--- src/rtl/run_ctrl_pkg.sv ---
// Shared encodings for the pipeline execution controller.
package run_ctrl_pkg;

  typedef logic [2:0] cmd_op_t;
  typedef logic [1:0] state_t;

  // Debug command opcodes; 3'd7 is reserved and decodes to nothing.
  localparam cmd_op_t CMD_NOP     = 3'd0;
  localparam cmd_op_t CMD_RUN     = 3'd1;
  localparam cmd_op_t CMD_STEP    = 3'd2;
  localparam cmd_op_t CMD_HALT    = 3'd3;
  localparam cmd_op_t CMD_SET_BP  = 3'd4;
  localparam cmd_op_t CMD_CLR_BP  = 3'd5;
  localparam cmd_op_t CMD_CLR_CNT = 3'd6;

  // Controller states.
  localparam state_t S_IDLE  = 2'd0;
  localparam state_t S_RUN   = 2'd1;
  localparam state_t S_STEP  = 2'd2;
  localparam state_t S_DRAIN = 2'd3;

  // Bubbles needed to retire everything in flight behind a stop.
  localparam int unsigned DRAIN_CYCLES_DEF = 4;

  // True when a handshake completes carrying the wanted opcode.
  function automatic logic cmd_is(input logic accepted, input cmd_op_t op,
                                  input cmd_op_t want);
    return accepted && (op == want);
  endfunction

endpackage

--- src/rtl/bp_compare.sv ---
// PC breakpoint register with equality compare. The match is masked for the
// first execution cycle after leaving IDLE so resuming at the breakpoint PC
// does not immediately re-trigger.
module bp_compare #(
  parameter int unsigned PC_W = 32
) (
  input  logic            clk,
  input  logic            reset,
  input  logic            set_bp,
  input  logic            clr_bp,
  input  logic [PC_W-1:0] set_addr,
  input  logic            launch,
  input  logic [PC_W-1:0] pc,
  output logic            match
);

  logic [PC_W-1:0] bp_addr;
  logic            bp_en;
  logic            bp_mask;

  // Breakpoint address/enable updated by SET_BP / CLR_BP.
  always_ff @(posedge clk or posedge reset) begin
    if (reset) begin
      bp_addr <= '0;
      bp_en   <= 1'b0;
    end else if (set_bp) begin
      bp_addr <= set_addr;
      bp_en   <= 1'b1;
    end else if (clr_bp) begin
      bp_en   <= 1'b0;
    end
  end

  // Mask is high only in the cycle following a launch out of IDLE.
  always_ff @(posedge clk or posedge reset) begin
    if (reset) bp_mask <= 1'b0;
    else       bp_mask <= launch;
  end

  // Qualified breakpoint hit.
  always_comb begin
    match = bp_en && (pc == bp_addr) && !bp_mask;
  end

endmodule

--- src/rtl/pipeline_run_ctrl.sv ---
// Execution controller for the 5-stage pipeline: gates the latch enable and
// sequences run, N-step, halt and drain, with breakpoint/halt-instruction
// stops and a debug cycle counter.
module pipeline_run_ctrl
  import run_ctrl_pkg::*;
#(
  parameter int unsigned PC_W         = 32,
  parameter int unsigned CNT_W        = 32,
  parameter int unsigned DRAIN_CYCLES = DRAIN_CYCLES_DEF
) (
  input  logic             clk,
  input  logic             reset,
  input  logic             cmd_valid,
  output logic             cmd_ready,
  input  logic [2:0]       cmd_op,
  input  logic [31:0]      cmd_arg,
  input  logic [PC_W-1:0]  if_pc,
  input  logic             halt_instr,
  output logic             pipe_en,
  output logic             pipe_flush,
  output logic             halted,
  output logic             bp_hit,
  output logic             step_done,
  output logic [CNT_W-1:0] cycle_cnt
);

  localparam int unsigned DW = $clog2(DRAIN_CYCLES + 1);

  state_t          state, state_n;
  logic [CNT_W-1:0] step_cnt, step_n;
  logic [DW-1:0]    drain_cnt, drain_n;
  logic             hit_n, done_n;
  logic [CNT_W-1:0] cycle_q;
  logic [CNT_W-1:0] arg_cnt;

  logic accepted, acc_run, acc_step, acc_halt, acc_set, acc_clrbp, acc_clrcnt;
  logic launch, bp_match, stop_evt;

  // Moore outputs decoded from the registered state.
  always_comb begin
    pipe_en    = (state != S_IDLE);
    pipe_flush = (state == S_DRAIN);
    halted     = (state == S_IDLE);
    cmd_ready  = (state != S_DRAIN);
    cycle_cnt  = cycle_q;
  end

  // Command decode; DRAIN drops cmd_ready so commands stall there.
  always_comb begin
    accepted   = cmd_valid && cmd_ready;
    acc_run    = cmd_is(accepted, cmd_op, CMD_RUN);
    acc_step   = cmd_is(accepted, cmd_op, CMD_STEP);
    acc_halt   = cmd_is(accepted, cmd_op, CMD_HALT);
    acc_set    = cmd_is(accepted, cmd_op, CMD_SET_BP);
    acc_clrbp  = cmd_is(accepted, cmd_op, CMD_CLR_BP);
    acc_clrcnt = cmd_is(accepted, cmd_op, CMD_CLR_CNT);
    arg_cnt    = cmd_arg[CNT_W-1:0];
    launch     = (state == S_IDLE) && (acc_run || acc_step);
    stop_evt   = bp_match || halt_instr;
  end

  bp_compare #(
    .PC_W(PC_W)
  ) u_bp (
    .clk      (clk),
    .reset    (reset),
    .set_bp   (acc_set),
    .clr_bp   (acc_clrbp),
    .set_addr (cmd_arg[PC_W-1:0]),
    .launch   (launch),
    .pc       (if_pc),
    .match    (bp_match)
  );

  // Next-state logic; a stop event outranks HALT and step expiry.
  always_comb begin
    state_n = state;
    step_n  = step_cnt;
    drain_n = drain_cnt;
    hit_n   = bp_hit;
    done_n  = 1'b0;
    case (state)
      S_IDLE: begin
        if (acc_run) begin
          state_n = S_RUN;
          hit_n   = 1'b0;
        end else if (acc_step) begin
          state_n = S_STEP;
          step_n  = (arg_cnt == '0) ? CNT_W'(1) : arg_cnt;
          hit_n   = 1'b0;
        end
      end
      S_RUN: begin
        if (stop_evt) begin
          state_n = S_DRAIN;
          drain_n = DW'(DRAIN_CYCLES);
          hit_n   = 1'b1;
        end else if (acc_halt) begin
          state_n = S_DRAIN;
          drain_n = DW'(DRAIN_CYCLES);
        end
      end
      S_STEP: begin
        step_n = step_cnt - CNT_W'(1);
        if (stop_evt) begin
          state_n = S_DRAIN;
          drain_n = DW'(DRAIN_CYCLES);
          hit_n   = 1'b1;
        end else if (acc_halt) begin
          state_n = S_IDLE;
        end else if (step_cnt == CNT_W'(1)) begin
          state_n = S_IDLE;
          done_n  = 1'b1;
        end
      end
      S_DRAIN: begin
        drain_n = drain_cnt - DW'(1);
        if (drain_cnt == DW'(1)) state_n = S_IDLE;
      end
      default: state_n = S_IDLE;
    endcase
  end

  // State and sequencing registers.
  always_ff @(posedge clk or posedge reset) begin
    if (reset) begin
      state     <= S_IDLE;
      step_cnt  <= '0;
      drain_cnt <= '0;
      bp_hit    <= 1'b0;
      step_done <= 1'b0;
    end else begin
      state     <= state_n;
      step_cnt  <= step_n;
      drain_cnt <= drain_n;
      bp_hit    <= hit_n;
      step_done <= done_n;
    end
  end

  // Executed-cycle counter; CLR_CNT wins over the same-cycle increment.
  always_ff @(posedge clk or posedge reset) begin
    if (reset)                       cycle_q <= '0;
    else if (acc_clrcnt)             cycle_q <= '0;
    else if (pipe_en && !pipe_flush) cycle_q <= cycle_q + CNT_W'(1);
  end

endmodule

--- config.mk ---
export PLATFORM = sky130hd
export DESIGN_NAME = pipeline_run_ctrl
export DESIGN_NICKNAME = d
export VERILOG_FILES = /design/src/rtl/run_ctrl_pkg.sv /design/src/rtl/bp_compare.sv /design/src/rtl/pipeline_run_ctrl.sv
export SDC_FILE = /design/constraint.sdc
export NUM_CORES = 1
export LEC_CHECK = 0
export BUFFER_PORTS_ARGS = -buffer_cell sky130_fd_sc_hd__buf_2
export CAP_MARGIN = 10
export CORE_MARGIN = 5
export CORE_UTILIZATION = 51
export CTS_CLUSTER_SIZE = 8
export DETAILED_ROUTE_END_ITERATION = 12
export PLACE_DENSITY = 0.76
export SLEW_MARGIN = 20
export SYNTH_ARGS = -nofsm -noshare
export SYNTH_HDL_FRONTEND = slang
export SYNTH_SLANG_ARGS = --single-unit
--- constraint.sdc ---
create_clock -name clk -period 3.1 [get_ports clk]
set_clock_uncertainty 0.2 [all_clocks]
set_input_delay 0.31 -clock clk [delete_from_list [all_inputs] [get_ports clk]]
set_output_delay 0.31 -clock clk [all_outputs]
set_load 0.01 [all_outputs]
# Word level (Yosys, flattened, before mapping)

Index checks and enable logic that the tools add are counted.

Memories kept: 0
Logic and storage cells: 90
Bits in registers: 105
Bits in latches: 0
RAM bits: 0
ROM bits: 0
Bits of input ports: 71

Eq/ne operators: 21
Shift operators: 0
Magnitude comparators: 0
Add/sub/neg operators: 3
Multiply operators: 0
Bitwise logic cells: 0
Div/mod/pow operators: 0
Multiplexer cells: 29
Reductions and logical operators: 28

Operator list:

| kind                  | number |
|---|---|
| $mux 32               | 5 |
| $pmux 32 s2           | 1 |
| $add 32x1->32 const B | 1 |
| $eq 32x1->1 const B   | 1 |
| $eq 32x32->1          | 1 |
| $logic_not 32->1      | 1 |
| $sub 32x1->32 const B | 1 |
| $mux 2                | 8 |
| $logic_and 1x1->1     | 11 |
| $reduce_bool 2->1     | 5 |
| $eq 3x3->1 const B    | 3 |
| $mux 1                | 9 |
| $mux 3                | 3 |
| $pmux 3 s3            | 1 |
| $reduce_and 3->1      | 3 |
| $pmux 2 s4            | 1 |
| $eq 3x1->1 const B    | 2 |
| $eq 3x2->1 const B    | 2 |
| $ne 2x1->1 const B    | 3 |
| $ne 2x2->1 const B    | 3 |
| $eq 2x2->1 const B    | 2 |
| $ne 4x4->1 const B    | 1 |
| $reduce_and 4->1      | 1 |
| $ne 3x1->1 const B    | 1 |
| 9 further kinds       | 11 |

# Longest topological paths before layout

Gate-level depths: netlist of run 1.

Depth in word-level cells: 6
Depth in mapped cells: 10

# Cells and area by module

From an unflattened synthesis of run 1, not the netlist that was laid out.

Cells, all modules: 621
Area, all modules: 6019.5 um2

Modules (own cells, without submodules):

| module            | area each (um2) | cells an instance | instances |
|---|---|---|---|
| pipeline_run_ctrl | 4414.2          | 504               | 1 |
| bp_compare        | 1605.3          | 117               | 1 |

# Worst setup path before layout of run 1

OpenSTA, ideal clock, no wires.

Kind: register to register
From: register state[1]
To: register cycle_q[31], in the netlist cycle_cnt[31]
Setup time: 0.132 ns
Buffers on the path: 1
Data arrival time: 2.124 ns
Clock period less this slack: 2.456 ns
Slack: 0.644 ns
Required time: 2.768 ns
Cell stages (with the launch flop): 10
Cells stage by stage: dfrtp_1 > inv_1 > ha_1 > and4_1 > clkbuf_1 > nand4_1 > nor4_1 > nand3_1 > xor2_1 > nor2_1

Word-level cells in the longest chain between the ends: 4
Elaborated cells between the ends (all ways): 9

RTL lines:

| item                                                 | line                                              | text |
|---|---|---|
| start: declaration                                   | pipeline_run_ctrl.sv:29                           | `state_t state, state_n;` |
| start signal: assignment                             | pipeline_run_ctrl.sv:133                          | `state <= state_n;` |
| $ne 2x2->1 or $eq 2x2->1 (tied branches)             | pipeline_run_ctrl.sv:44, pipeline_run_ctrl.sv:42  |  |
| $logic_and 1x1->1 or $logic_not 1->1 (tied branches) | pipeline_run_ctrl.sv:50, pipeline_run_ctrl.sv:145 |  |
| $logic_and 1x1->1 (on tied branches)                 | run_ctrl_pkg.sv:28, pipeline_run_ctrl.sv:145      |  |
| $mux 32 or $reduce_bool 2->1 (tied branches)         | n/a                                               |  |
| end signal: assignment                               | pipeline_run_ctrl.sv:145                          | `else if (pipe_en && !pipe_flush) cycle_q <= cycle_q + CNT_W'(1);` |
| end: declaration                                     | pipeline_run_ctrl.sv:33                           | `logic [CNT_W-1:0] cycle_q;` |

Several ways; a longest one is shown, not always the timed one.
A chain may end at the register's enable or synchronous reset.

# Worst setup path in the final report of run 1

Ends and elaborated chain as after synthesis.

==> impl_metrics.env, run 1 <==
export IMPL_crit_type="reg -> reg"
export IMPL_multiInputGateArea_mm2=0.00298
export IMPL_ys_ff_latch=105
export IMPL_power_leakage_nw=3.00
export IMPL_cp_required_ns=3.12
export IMPL_die_x_um=116
export IMPL_slowest_stage="nor4_1"
export IMPL_io_pins=109
export IMPL_drt_total_wl_um=15700
export IMPL_hold_slack_ns=0.0226
export IMPL_yosys_warnings=0
export IMPL_end_kind="flip-flop"
export IMPL_crit_fanout=6
export IMPL_wl_per_cell_um=18.5
export IMPL_synth_seq_area_share=0.458
export IMPL_slowest_delay_ns=0.53
export IMPL_synth_edf_count=0
export IMPL_detail_route_antenna_nets=0
export IMPL_gp_congestion=0.874
export IMPL_avgSynthCellArea_um2=9.65
export IMPL_clk_latency_ns=0.34
export IMPL_grt_max_degree=51
export IMPL_synth_area_mm2=0.00574
export IMPL_core_mm2=0.0109
export IMPL_mostFrequentLayoutCell="buf_2"
export IMPL_synth_top_cell_area_share=0.458
export IMPL_cts_resized=0
export IMPL_min_path_cells=2
export IMPL_grt_pass1_vias=5002
export IMPL_fin_nets=783
export IMPL_tns_ns=0
export IMPL_rows=38
export IMPL_cts_tree="done"
export IMPL_worstHoldPathType="in -> reg"
export IMPL_slew_headroom=0.476
export IMPL_fill_cells=887
export IMPL_min_period_ns=2.69
export IMPL_worst_pin_slew_ns=0.785
export IMPL_vias=5168
export IMPL_finalSetupViolCount=0
export IMPL_finalHoldViolations=0
export IMPL_synth_nets=676
export IMPL_crit_chain="inv_1 > ha_1 > and4_1 > nand4_1 > nor4_1 > nand3_1 > xor2_1 > nor2_1"
export IMPL_min_period_over_period=0.868
export IMPL_diodes=0
export IMPL_cts_buffer_depth=2
export IMPL_hold_buffers=1
export IMPL_port_buffers=108
export IMPL_synth_area_top_cells="dfrtp_1 46%, xor2_1 6.9%, mux2_2 6.3%"
export IMPL_detail_route_first_pass_iterations=7
export IMPL_rr_worst_depth=8
export IMPL_cts_sinks=105
export IMPL_clkTransAtPathRegs_ns=0.07
export IMPL_cts_htree_levels=3
export IMPL_p_seq_frac=0.400
export IMPL_dp_hpwl_um=11600
export IMPL_rsz0062_at_grt="false"
export IMPL_synth_area_leader_cell="dfrtp_1"
export IMPL_slew_viol_final=0
export IMPL_synth_cells=595
export IMPL_grt_pass1_wl_um=25200
export IMPL_drive_above_1_share=0.255
export IMPL_antenna_found_initial=1
export IMPL_intPower_w=0.00393
export IMPL_grt_use_total=0.236
export IMPL_synth_main_ff_cell="dfrtp_1"
export IMPL_remaining_drc_errors=0
export IMPL_maxCapViolations=0
export IMPL_p_per_area_mw_per_mm2=943
export IMPL_seqCellArea_mm2=0.00263
export IMPL_most_common_layout_cells="108 x buf_2, 105 x dfrtp_1, 69 x nor2_1"
export IMPL_ys_types=52
export IMPL_cts_root_buf="clkbuf_16"
export IMPL_async_reset_ff_frac=1.00
export IMPL_vdd_ir_drop_max_uv=467
export IMPL_start_util=0.525
export IMPL_overflow=0
export IMPL_cp_arrival_ns=2.71
export IMPL_switching_share=0.391
export IMPL_status="finished clean"
export IMPL_viasPerCell=6.10
export IMPL_die_h_um=116
export IMPL_worstSetupStartpointType="flip-flop"
export IMPL_max_freq_ghz=0.372
export IMPL_cts_buffers=9
export IMPL_p_sw_w=0.00252
export IMPL_syn2layout_area_growth_pct=19.2
export IMPL_power_frac_comb=0.395
export IMPL_clockPowerShare=0.205
export IMPL_dieArea_mm2=0.0135
export IMPL_drtIter0Drc=484
export IMPL_post_cts_buffers=0
==> cells by family after synthesis <==
logic type / Yosys count / share of synthesized area
adders and majority gates: 10 / 0.0218
muxes: 35 / 0.0680
xor gates and xnor gates: 61 / 0.0931
and+or+nand+nor: 222 / 0.202
AOI/OAI and AO/OA: 123 / 0.132
DFF: 105 / 0.458
buffers and inverters: 39 / 0.0255
==> registers in the layout (all words and copies together) (netlist names), 2 cells and up <==
name          count
cycle_cnt        32
state             2
drain_cnt         3
step_cnt         32
u_bp.bp_addr     32
==> final timing paths <==
path                       slack (ns)        from                to
max                              0.41    state[1]     cycle_cnt[31]
min in group asynchronous        0.44       reset  u_bp.bp_addr[18]
min                              0.02  halt_instr         step_done
max reg2reg                      0.41    state[1]     cycle_cnt[31]
max in group asynchronous        1.46       reset      step_cnt[12]
min reg2reg                      0.28  u_bp.bp_en        u_bp.bp_en
==> per-stage QoR <==
step / power, W / instances / util / cell area (µm²) / setup slack, ns
6_report: 0.00645 / 847 / 0.626 / 6850 / 0.410
5_1_grt: 0.00691 / 847 / 0.626 / 6850 / 0.169
4_1_cts: 0.00646 / 847 / 0.626 / 6850 / 0.432
3_5_place_dp: 0.00511 / 830 / 0.593 / 6480 / 0.451
3_3_place_gp: 0.00497 / 830 / 0.592 / 6480 / 0.542
2_1_floorplan: 0.00431 / 595 / - / 5740 / 0.644
==> synthesized netlist by cell type, types with 3 or more instances <==
cell type    n
a21oi_1     37
a22oi_1      6
a31oi_1      3
a32oi_1      4
and3_1       7
and4_1       4
clkbuf_1    23
dfrtp_1    105
ha_1        10
inv_1       15
mux2_2      32
mux2i_1      3
nand2_1     25
nand2b_1     6
nand3_1     25
nand4_1     15
nand4b_1     4
nor2_1      71
nor3_1      18
nor4_1      21
o21a_1       4
o21ai_0     32
o22a_1       4
o22ai_1     13
or3_1        9
xnor2_1     16
xor2_1      45
==> layer usage <==
metal | share of wire | track usage | up-vias
met1 | 0.42 | 0.315 | 2549
li1 | - | - | 2375
met3 | 0.075 | 0.0601 | 37
met4 | 0.025 | 0.0758 | 2
met5 | 0.00045 | 0 | -
met2 | 0.48 | 0.381 | 205
==> critical path: cells and delay by family (launching register included) <==
family | cells | cell delay [ns]
XOR/XNOR | 1 | 0.16
adder cells (fa/ha/maj) | 1 | 0.41
buffers and inverters | 1 | 0.12
flip-flops | 1 | 0.43
AND/OR/NAND/NOR | 5 | 1.25
==> layout make-up <==
class                      instances  share of cell area
clock buffer                      10              0.0349
clock inverter                     6              0.0168
inverter                          15             0.00877
multi-input combinational        451               0.436
sequential                       105               0.384
tap                              140              0.0256
timing repair buffer             120              0.0943
==> power groups by stage <==
stage	Combinational [W]	Sequential, W	Clock (W)
floorplan	0.00179	0.00251	0
global placement	0.00243	0.00254	0
detailed placement	0.00253	0.00258	0
CTS	0.00255	0.00256	0.00134
global route	0.00284	0.00267	0.00140
finish	0.00255	0.00258	0.00132
Power figures use the tool's default switching activity.
==> run 2: changes to the inputs <==
- CORE_UTILIZATION: 51 -> 56
- PLACE_DENSITY: 0.76 -> not set
- PLACE_DENSITY_LB_ADDON: not set -> 0.1
- clock period: 3.1 -> 2.5 ns (I/O delays scaled with it)
==> run 2 against run 1 <==
- final area rose by 6.5%
- global-route usage rose by 4.1 points
- maximum frequency rose by 12%
- clock-buffer cell count did not move
- non-clock buffer count rose by 63
- routed wire length rose by 5.9%
- via count rose by 4.4%
- sequential share of layout area fell by 2.3 points
- critical path type unchanged
==> impl_metrics.env, run 2 (synthesized netlist as in run 1, its figures left out) <==
export IMPL_power_leakage_nw=3.22
export IMPL_place_ws_ns=0.0346
export IMPL_fin_cells=905
export IMPL_crit_fanout=6
export IMPL_grt_pass1_vias=5610
export IMPL_rows=37
export IMPL_fill_cells=778
export IMPL_slowest_stage="or4_4"
export IMPL_cts_htree_levels=3
export IMPL_max_freq_ghz=0.418
export IMPL_crit_family="simple AND/OR/NAND/NOR gates"
export IMPL_hold_slack_ns=0.0485
export IMPL_r2r_start="step_cnt[6]"
export IMPL_crit_type="reg -> reg"
export IMPL_wl_per_cell_um=18.3
export IMPL_path_buf_inv=0
export IMPL_cp_arrival_ns=2.50
export IMPL_die_x_um=111
export IMPL_crit_start="step_cnt[6]"
export IMPL_worstHoldStart="cmd_op[1]"
export IMPL_diodes=0
export IMPL_cts_buffers=9
export IMPL_mostFrequentLayoutCell="buf_2"
export IMPL_grt_max_degree=44
export IMPL_vias=5395
export IMPL_fin_util=0.719
export IMPL_slew_headroom=0.643
export IMPL_drt_total_wl_um=16600
export IMPL_worstSetupStartpointType="flip-flop"
export IMPL_clk_latency_ns=0.38
export IMPL_grt_use_total=0.277
export IMPL_maxCapViolations=0
export IMPL_most_common_layout_cells="108 x buf_2, 104 x dfrtp_1, 70 x nor2_1"
export IMPL_end_kind="flip-flop"
export IMPL_rsz0062_at_grt="true"
export IMPL_min_period_ns=2.39
export IMPL_finalSetupViolCount=0
export IMPL_io_pins=109
export IMPL_clkTransAtPathRegs_ns=0.10
export IMPL_multiInputGateArea_mm2=0.00301
export IMPL_p_per_area_mw_per_mm2=1060
export IMPL_port_buffers=108
export IMPL_viasPerCell=5.96
export IMPL_status="finished clean"
export IMPL_antenna_found_initial=0
export IMPL_cts_buffer_depth=2
export IMPL_cts_root_buf="clkbuf_8"
export IMPL_cts_sinks=105
export IMPL_drtIter0Drc=394
export IMPL_remaining_drc_errors=0
export IMPL_detail_route_first_pass_iterations=5
export IMPL_fin_nets=846
export IMPL_cp_required_ns=2.61
export IMPL_die_h_um=111
export IMPL_core_mm2=0.0101
export IMPL_crit_chain="or4_4 > or3_4 > or3_1 > nor3_1 > a21oi_1 > o22ai_1"
export IMPL_min_period_over_period=0.957
export IMPL_overflow=0
export IMPL_worstHoldPathType="in -> reg"
export IMPL_dieArea_mm2=0.0124
export IMPL_finalHoldViolations=0
export IMPL_dp_hpwl_um=11800
export IMPL_seqCellArea_mm2=0.00263
export IMPL_cts_tree="done"
export IMPL_start_util=0.566
export IMPL_dp_cells=850
export IMPL_gp_congestion=0.923
export IMPL_tns_ns=0
export IMPL_detail_route_antenna_nets=0
export IMPL_worst_pin_slew_ns=0.534
export IMPL_vdd_ir_drop_max_uv=686
export IMPL_slowest_delay_ns=0.56
export IMPL_slew_viol_final=0
export IMPL_fin_ws_ns=0.107
export IMPL_grt_pass1_wl_um=27800
export IMPL_drive_above_1_share=0.274
export IMPL_syn2layout_area_growth_pct=27.0
==> run 2: area by class of cell <==
cell class	count	area share
Multi-Input combinational cell	451	0.413
Sequential cell	105	0.360
Timing Repair Buffer	183	0.172
Tap cell	136	0.0233
Clock buffer	10	0.0175
Inverter	15	0.00823
Clock inverter	5	0.00549
==> run 2: per-stage QoR <==
stage | instance area (µm²) | total power (W)
floorplan | 5740 | 0.00534
global placement | 6700 | 0.00640
detailed placement | 6700 | 0.00657
CTS | 7220 | 0.00762
global route | 7290 | 0.00831
finish | 7290 | 0.00774
==> run 2: worst register-to-register path: stages, from the launching register on <==
cell and delay (ns):
dfrtp_2 0.46, or4_4 0.56, or3_4 0.41, or3_1 0.34, nor3_1 0.15, a21oi_1 0.06
o22ai_1 0.14
==> run 2: metal layers <==
layer	GRT usage	routed length, µm	up-vias	part of all wire
met1	0.374	6980	2655	0.42
met4	0.0787	315	0	0.019
li1	-	-	2503	-
met2	0.440	7850	206	0.47
met5	0	0	-	0
met3	0.0770	1440	31	0.087
==> run 2: path summary, 6_finish.rpt <==
| path | cells after the start | to | slack [ns] |
|---|---|---|---|
| min in group asynchronous | 3 | u_bp.bp_addr[10] | 0.26 |
| min | 3 | u_bp.bp_mask | 0.05 |
| max | 6 | step_cnt[18] | 0.11 |
| min reg2reg | 1 | u_bp.bp_en | 0.29 |
| max reg2reg | 6 | step_cnt[18] | 0.11 |
| max in group asynchronous | 4 | step_cnt[23] | 1.14 |
==> run 2: power breakdown <==
| group | total, W | internal (W) | switching (W) |
|---|---|---|---|
| logic | 0.00356 | 0.00171 | 0.00186 |
| clock network | 0.000982 | 0.000367 | 0.000614 |
| registers | 0.00319 | 0.00245 | 0.000743 |
==> run 2: timing repair <==
item | CTS | global route
endpoints found under the hold margin | 63 | 0
setup buffers | 0 | 5
gates resized for setup | 0 | 7
endpoints found under the setup margin | 0 | 18
hold buffers | 35 | 0
